<file path="src/rtl/bullet_launcher_pkg.sv">
// Shared definitions for the bullet launcher and the bullet instances it drives:
// launch FSM encoding, playfield geometry and direction encoding.
package bullet_launcher_pkg;

    localparam int SCREEN_W = 640;
    localparam int COORD_W  = 10;

    localparam logic DIR_UP   = 1'b1;
    localparam logic DIR_DOWN = 1'b0;

    typedef enum logic [1:0] {
        IDLE     = 2'd0,
        ISSUE    = 2'd1,
        COOLDOWN = 2'd2
    } launch_state_t;

endpackage

</file>
<file path="src/rtl/fire_edge_sync.sv">
// Two-flop synchronizer for a raw button level followed by a rising-edge
// detector; produces a single-cycle pulse per press however long it is held.
module fire_edge_sync (
    input  logic clk,
    input  logic reset,
    input  logic btn,
    output logic rise
);

    logic sync1;
    logic sync2;
    logic prev;

    always_ff @(posedge clk) begin
        if (reset) begin
            sync1 <= 1'b0;
            sync2 <= 1'b0;
            prev  <= 1'b0;
        end else begin
            sync1 <= btn;
            sync2 <= sync1;
            prev  <= sync2;
        end
    end

    assign rise = sync2 & ~prev;

endmodule

</file>
<file path="src/rtl/bullet_launcher.sv">
// Fire-button to bullet-slot launcher: picks the lowest free slot, holds a
// start request until the slot reports in-use, then enforces a refire cooldown.
import bullet_launcher_pkg::*;

module bullet_launcher #(
    parameter int NUM_SLOTS       = 4,
    parameter int COOLDOWN_FRAMES = 8,
    parameter int ACK_TIMEOUT     = 3
) (
    input  logic                 clk_60hz,
    input  logic                 reset,
    input  logic                 fire_btn,
    input  logic                 fire_dir,
    input  logic [COORD_W-1:0]   shipX,
    input  logic [NUM_SLOTS-1:0] slot_in_use,
    output logic [NUM_SLOTS-1:0] start_bullet,
    output logic                 direction,
    output logic [COORD_W-1:0]   bulletX,
    output logic                 cooldown_active,
    output logic [7:0]           shots_fired,
    output logic [7:0]           shots_dropped
);

    localparam int SEL_W = (NUM_SLOTS > 1) ? $clog2(NUM_SLOTS) : 1;

    launch_state_t    state;
    launch_state_t    state_next;
    logic             fire_req;
    logic             any_free;
    logic [SEL_W-1:0] free_idx;
    logic [SEL_W-1:0] sel;
    logic             ack;
    logic             timed_out;
    logic [7:0]       cooldown_cnt;
    logic [3:0]       timeout_cnt;

    fire_edge_sync u_fire_sync (
        .clk   (clk_60hz),
        .reset (reset),
        .btn   (fire_btn),
        .rise  (fire_req)
    );

    // Descending scan so the lowest-index free slot wins.
    always_comb begin
        any_free = 1'b0;
        free_idx = '0;
        for (int i = NUM_SLOTS - 1; i >= 0; i--) begin
            if (!slot_in_use[i]) begin
                any_free = 1'b1;
                free_idx = SEL_W'(i);
            end
        end
    end

    assign ack       = slot_in_use[sel];
    assign timed_out = (timeout_cnt == 4'(ACK_TIMEOUT - 1));

    always_ff @(posedge clk_60hz) begin
        if (reset) begin
            state <= IDLE;
        end else begin
            state <= state_next;
        end
    end

    always_comb begin
        state_next = state;
        case (state)
            IDLE: begin
                if (fire_req && any_free) begin
                    state_next = ISSUE;
                end
            end
            ISSUE: begin
                if (ack) begin
                    state_next = COOLDOWN;
                end else if (timed_out) begin
                    state_next = IDLE;
                end
            end
            COOLDOWN: begin
                if (cooldown_cnt <= 8'd1) begin
                    state_next = IDLE;
                end
            end
            default: state_next = IDLE;
        endcase
    end

    // Shot parameters are captured only on acceptance so they stay frozen through ISSUE.
    always_ff @(posedge clk_60hz) begin
        if (reset) begin
            sel           <= '0;
            bulletX       <= '0;
            direction     <= DIR_DOWN;
            cooldown_cnt  <= '0;
            timeout_cnt   <= '0;
            shots_fired   <= '0;
            shots_dropped <= '0;
        end else begin
            case (state)
                IDLE: begin
                    timeout_cnt <= '0;
                    if (fire_req) begin
                        if (any_free) begin
                            sel       <= free_idx;
                            bulletX   <= shipX;
                            direction <= fire_dir;
                        end else begin
                            shots_dropped <= shots_dropped + 8'd1;
                        end
                    end
                end
                ISSUE: begin
                    if (ack) begin
                        shots_fired  <= shots_fired + 8'd1;
                        cooldown_cnt <= 8'(COOLDOWN_FRAMES);
                    end else if (timed_out) begin
                        shots_dropped <= shots_dropped + 8'd1;
                    end else begin
                        timeout_cnt <= timeout_cnt + 4'd1;
                    end
                end
                COOLDOWN: begin
                    cooldown_cnt <= cooldown_cnt - 8'd1;
                end
                default: ;
            endcase
        end
    end

    always_comb begin
        start_bullet = '0;
        for (int i = 0; i < NUM_SLOTS; i++) begin
            start_bullet[i] = (state == ISSUE) && (sel == SEL_W'(i));
        end
        cooldown_active = (state == COOLDOWN);
    end

endmodule
</file>
<file path="config.mk">
export PLATFORM = sky130hd
export DESIGN_NAME = bullet_launcher
export DESIGN_NICKNAME = d
export VERILOG_FILES = /design/src/rtl/bullet_launcher_pkg.sv /design/src/rtl/fire_edge_sync.sv /design/src/rtl/bullet_launcher.sv
export SDC_FILE = /design/constraint.sdc
export NUM_CORES = 1
export LEC_CHECK = 0
export ABC_AREA = 1
export BUFFER_PORTS_ARGS = -buffer_cell sky130_fd_sc_hd__buf_2
export CORE_ASPECT_RATIO = 2
export CORE_MARGIN = 5
export CORE_UTILIZATION = 56
export CTS_BUF_LIST = sky130_fd_sc_hd__clkbuf_4 sky130_fd_sc_hd__clkbuf_8
export DETAILED_ROUTE_END_ITERATION = 10
export GPL_TIMING_DRIVEN = 0
export PLACE_DENSITY = 0.81
export SETUP_SLACK_MARGIN = 0.05
export SYNTH_ARGS = -nofsm -noshare
export SYNTH_HDL_FRONTEND = slang
export SYNTH_SLANG_ARGS = --single-unit
</file>
<file path="constraint.sdc">
create_clock -name clk_60hz -period 1.8 [get_ports clk_60hz]
set_input_delay 0 -clock clk_60hz [delete_from_list [all_inputs] [get_ports clk_60hz]]
set_output_delay 0 -clock clk_60hz [all_outputs]
set_load 0.02 [all_outputs]
</file>
==> flow_metrics.env <==
export IMPL_grt_max_degree=14
export IMPL_synth_top_area_share=0.405
export IMPL_maxCapViolations=0
export IMPL_hpwl_mm=3.96
export IMPL_detail_route_wl_per_cell_um=12.5
export IMPL_cp_required_ns=1.80
export IMPL_grt_usage=0.223
export IMPL_num_nets_final=421
export IMPL_clock_sinks=46
export IMPL_setup_viol=0
export IMPL_ff2ff_setup_slack_ns=0.30
export IMPL_dieHeight_um=100
export IMPL_synthCells=329
export IMPL_outcome="finished, final reports clean"
export IMPL_tritoncts="yes"
export IMPL_synthTopCellsByArea="dfxtp_1 (40%), nand2_1 (11%), a21oi_1 (7.9%), inv_1 (7.8%), nor2_1 (5.9%)"
export IMPL_skew_ns=0.00643
export IMPL_drt_initial_drc_count=52
export IMPL_dr_pass1_iters=4
export IMPL_clkLatencyLatePin_ns=0.29
export IMPL_syn_avg_cell_area_um2=6.91
export IMPL_busiest_layer="met2"
export IMPL_diodes=0
export IMPL_setup_worst_path_start_class="flop"
export IMPL_grtUsageMet3=0.0357
export IMPL_synth_largest_area_cell="dfxtp_1"
export IMPL_synthesis_area_um2=2270
export IMPL_pwr_density_cell_nw_per_um2=869
export IMPL_rows=32
export IMPL_cts_path_max_buffers=2
export IMPL_worstSetupPathType="flop to primary output"
export IMPL_start_util=0.586
export IMPL_hold_depth=3
export IMPL_vdd_drop_max_mv=0.741
export IMPL_viasPerCell=5.13
export IMPL_coreArea_um2=3880
export IMPL_num_vias=2298
export IMPL_min_period_ns=1.55
export IMPL_dieArea_um2=5510
export IMPL_most_common_layout_cells="nand2_1 (69), buf_2 (51), inv_1 (47), dfxtp_1 (46)"
export IMPL_cts_buffers=5
export IMPL_wirelength_mm=5.60
export IMPL_rsz0062_at_grt="false"
export IMPL_synthArstFlopShare=0
export IMPL_clk_pin_slew_ns=0.08
export IMPL_port_buffers=49
export IMPL_worst_pin_slew_ns=0.498
export IMPL_leakage_nw=1.32
export IMPL_ys_warn_count=0
export IMPL_worst_setup_path_end_kind="primary output"
export IMPL_synth_ff_type="dfxtp_1"
export IMPL_drc=0
export IMPL_ant_nets=0
export IMPL_layout_commonest_cell="nand2_1"
export IMPL_synth_edff_count=0
export IMPL_area_delta_synth_final_pct=22.6
export IMPL_synth_seq_cells=46
export IMPL_min_path_type="input port to flop"
export IMPL_fin_util=0.718
export IMPL_max_freq_ghz=0.643
export IMPL_use_met2=0.425
export IMPL_fin_crit_sh=0.863
export IMPL_antenna_found_initial=0
export IMPL_place_congestion=0.869
export IMPL_hold_viol_final=0
export IMPL_synthDistinctLibCells=28
export IMPL_drv_slew=0
export IMPL_ys_seq_area_frac=0.405
export IMPL_synth_nets=353
export IMPL_die_w_um=55.1
export IMPL_r2r_cells=6
export IMPL_overflow=0
export IMPL_cts_root_buf="clkbuf_8"
export IMPL_fin_setup_tns_ns=0
export IMPL_grt_pass1_vias=2268
export IMPL_timing_slew_headroom=0.668
export IMPL_h_tree_depth=2
export IMPL_crit_fanout=10
export IMPL_boundaryPins=50
export IMPL_grt_pass1_wl_mm=9.40
export IMPL_cp_data_arrival_time_ns=1.55
export IMPL_use_met1=0.228
export IMPL_drive_gt1_frac=0.184
==> registers in the layout (all words and copies together), names as in the netlist <==
register           cells
bulletX               10
cooldown_cnt           8
direction              1
sel                    2
shots_dropped          8
shots_fired            8
state                  2
timeout_cnt            4
u_fire_sync.prev       1
u_fire_sync.sync1      1
u_fire_sync.sync2      1
==> kinds of logic after synthesis <==
family	after synthesis	share of synthesized area
XOR/XNOR	7	0.0270
flip-flops	46	0.405
adder cells (fa/ha/maj)	6	0.0330
AND/OR/NAND/NOR	150	0.288
AO/OA/AOI/OAI	60	0.136
buffers and inverters	60	0.112
==> per-layer routing <==
metal / vias up / part of all wire
met5: - / 0
met4: 0 / 0.016
met3: 10 / 0.043
met2: 53 / 0.55
met1: 1050 / 0.39
li1: 1185 / -
==> critical path: stages (launching register included) <==
cell and delay [ns]:
dfxtp_1 0.48, nand2_1 0.24, inv_1 0.13, buf_2 0.22, buf_2 0.20
==> path summary, 6_finish.rpt <==
check,startpoint,to
max,state[1],cooldown_active
min,shipX[6],bulletX[6]
max reg2reg,timeout_cnt[0],timeout_cnt[0]
min reg2reg,u_fire_sync.sync1,u_fire_sync.sync2
==> timing repair <==
action | CTS | global route
resized for setup | 0 | 1
endpoints found under the setup margin | 0 | 1
setup buffers | 0 | 0
endpoints found under the hold margin | 13 | 0
hold buffers | 12 | 0
==> power breakdown <==
group | switching [mW] | internal (mW) | total [mW]
logic | 0.418 | 0.222 | 0.640
registers | 0.0680 | 1.11 | 1.18
clock network | 0.343 | 0.261 | 0.604
==> layout make-up <==
cell class                 instances  area, um2
clock inverter                     2       10.0
multi-input combinational        223       1110
timing repair buffer              61        365
buffer                            11       70.1
inverter                          49        184
fill                             344       1090
sequential                        46        921
clock buffer                       5       68.8
tap                               51       63.8
==> through the flow <==
| step | hold slack [ns] | setup slack [ns] | cell area (um2) | std cells | power, mW |
|---|---|---|---|---|---|
| 3_3_place_gp | 0.211 | 0.253 | 2580 | 429 | 1.80 |
| 3_5_place_dp | 0.205 | 0.214 | 2580 | 429 | 1.81 |
| 4_1_cts | 0.000515 | 0.199 | 2780 | 448 | 2.42 |
| 6_report | 0.00862 | 0.246 | 2790 | 448 | 2.42 |
| 2_1_floorplan | 0.0691 | 0.467 | 2270 | 329 | 1.63 |
| 5_1_grt | 0.0118 | 0.140 | 2790 | 448 | 2.57 |
==> synthesized netlist by cell type, types with 2 or more instances <==
cell	number
inv_1	47
a21oi_1	36
buf_2	2
nand3_2	2
inv_2	2
ha_1	6
nor3_1	5
dfxtp_1	46
xor2_1	2
o21ai_0	19
buf_4	3
clkbuf_1	4
nor2_1	36
nand4_1	9
xnor2_1	5
nand2_2	2
buf_6	2
nand2_1	69
nand3_1	23
(Power assumes the default switching activity.)
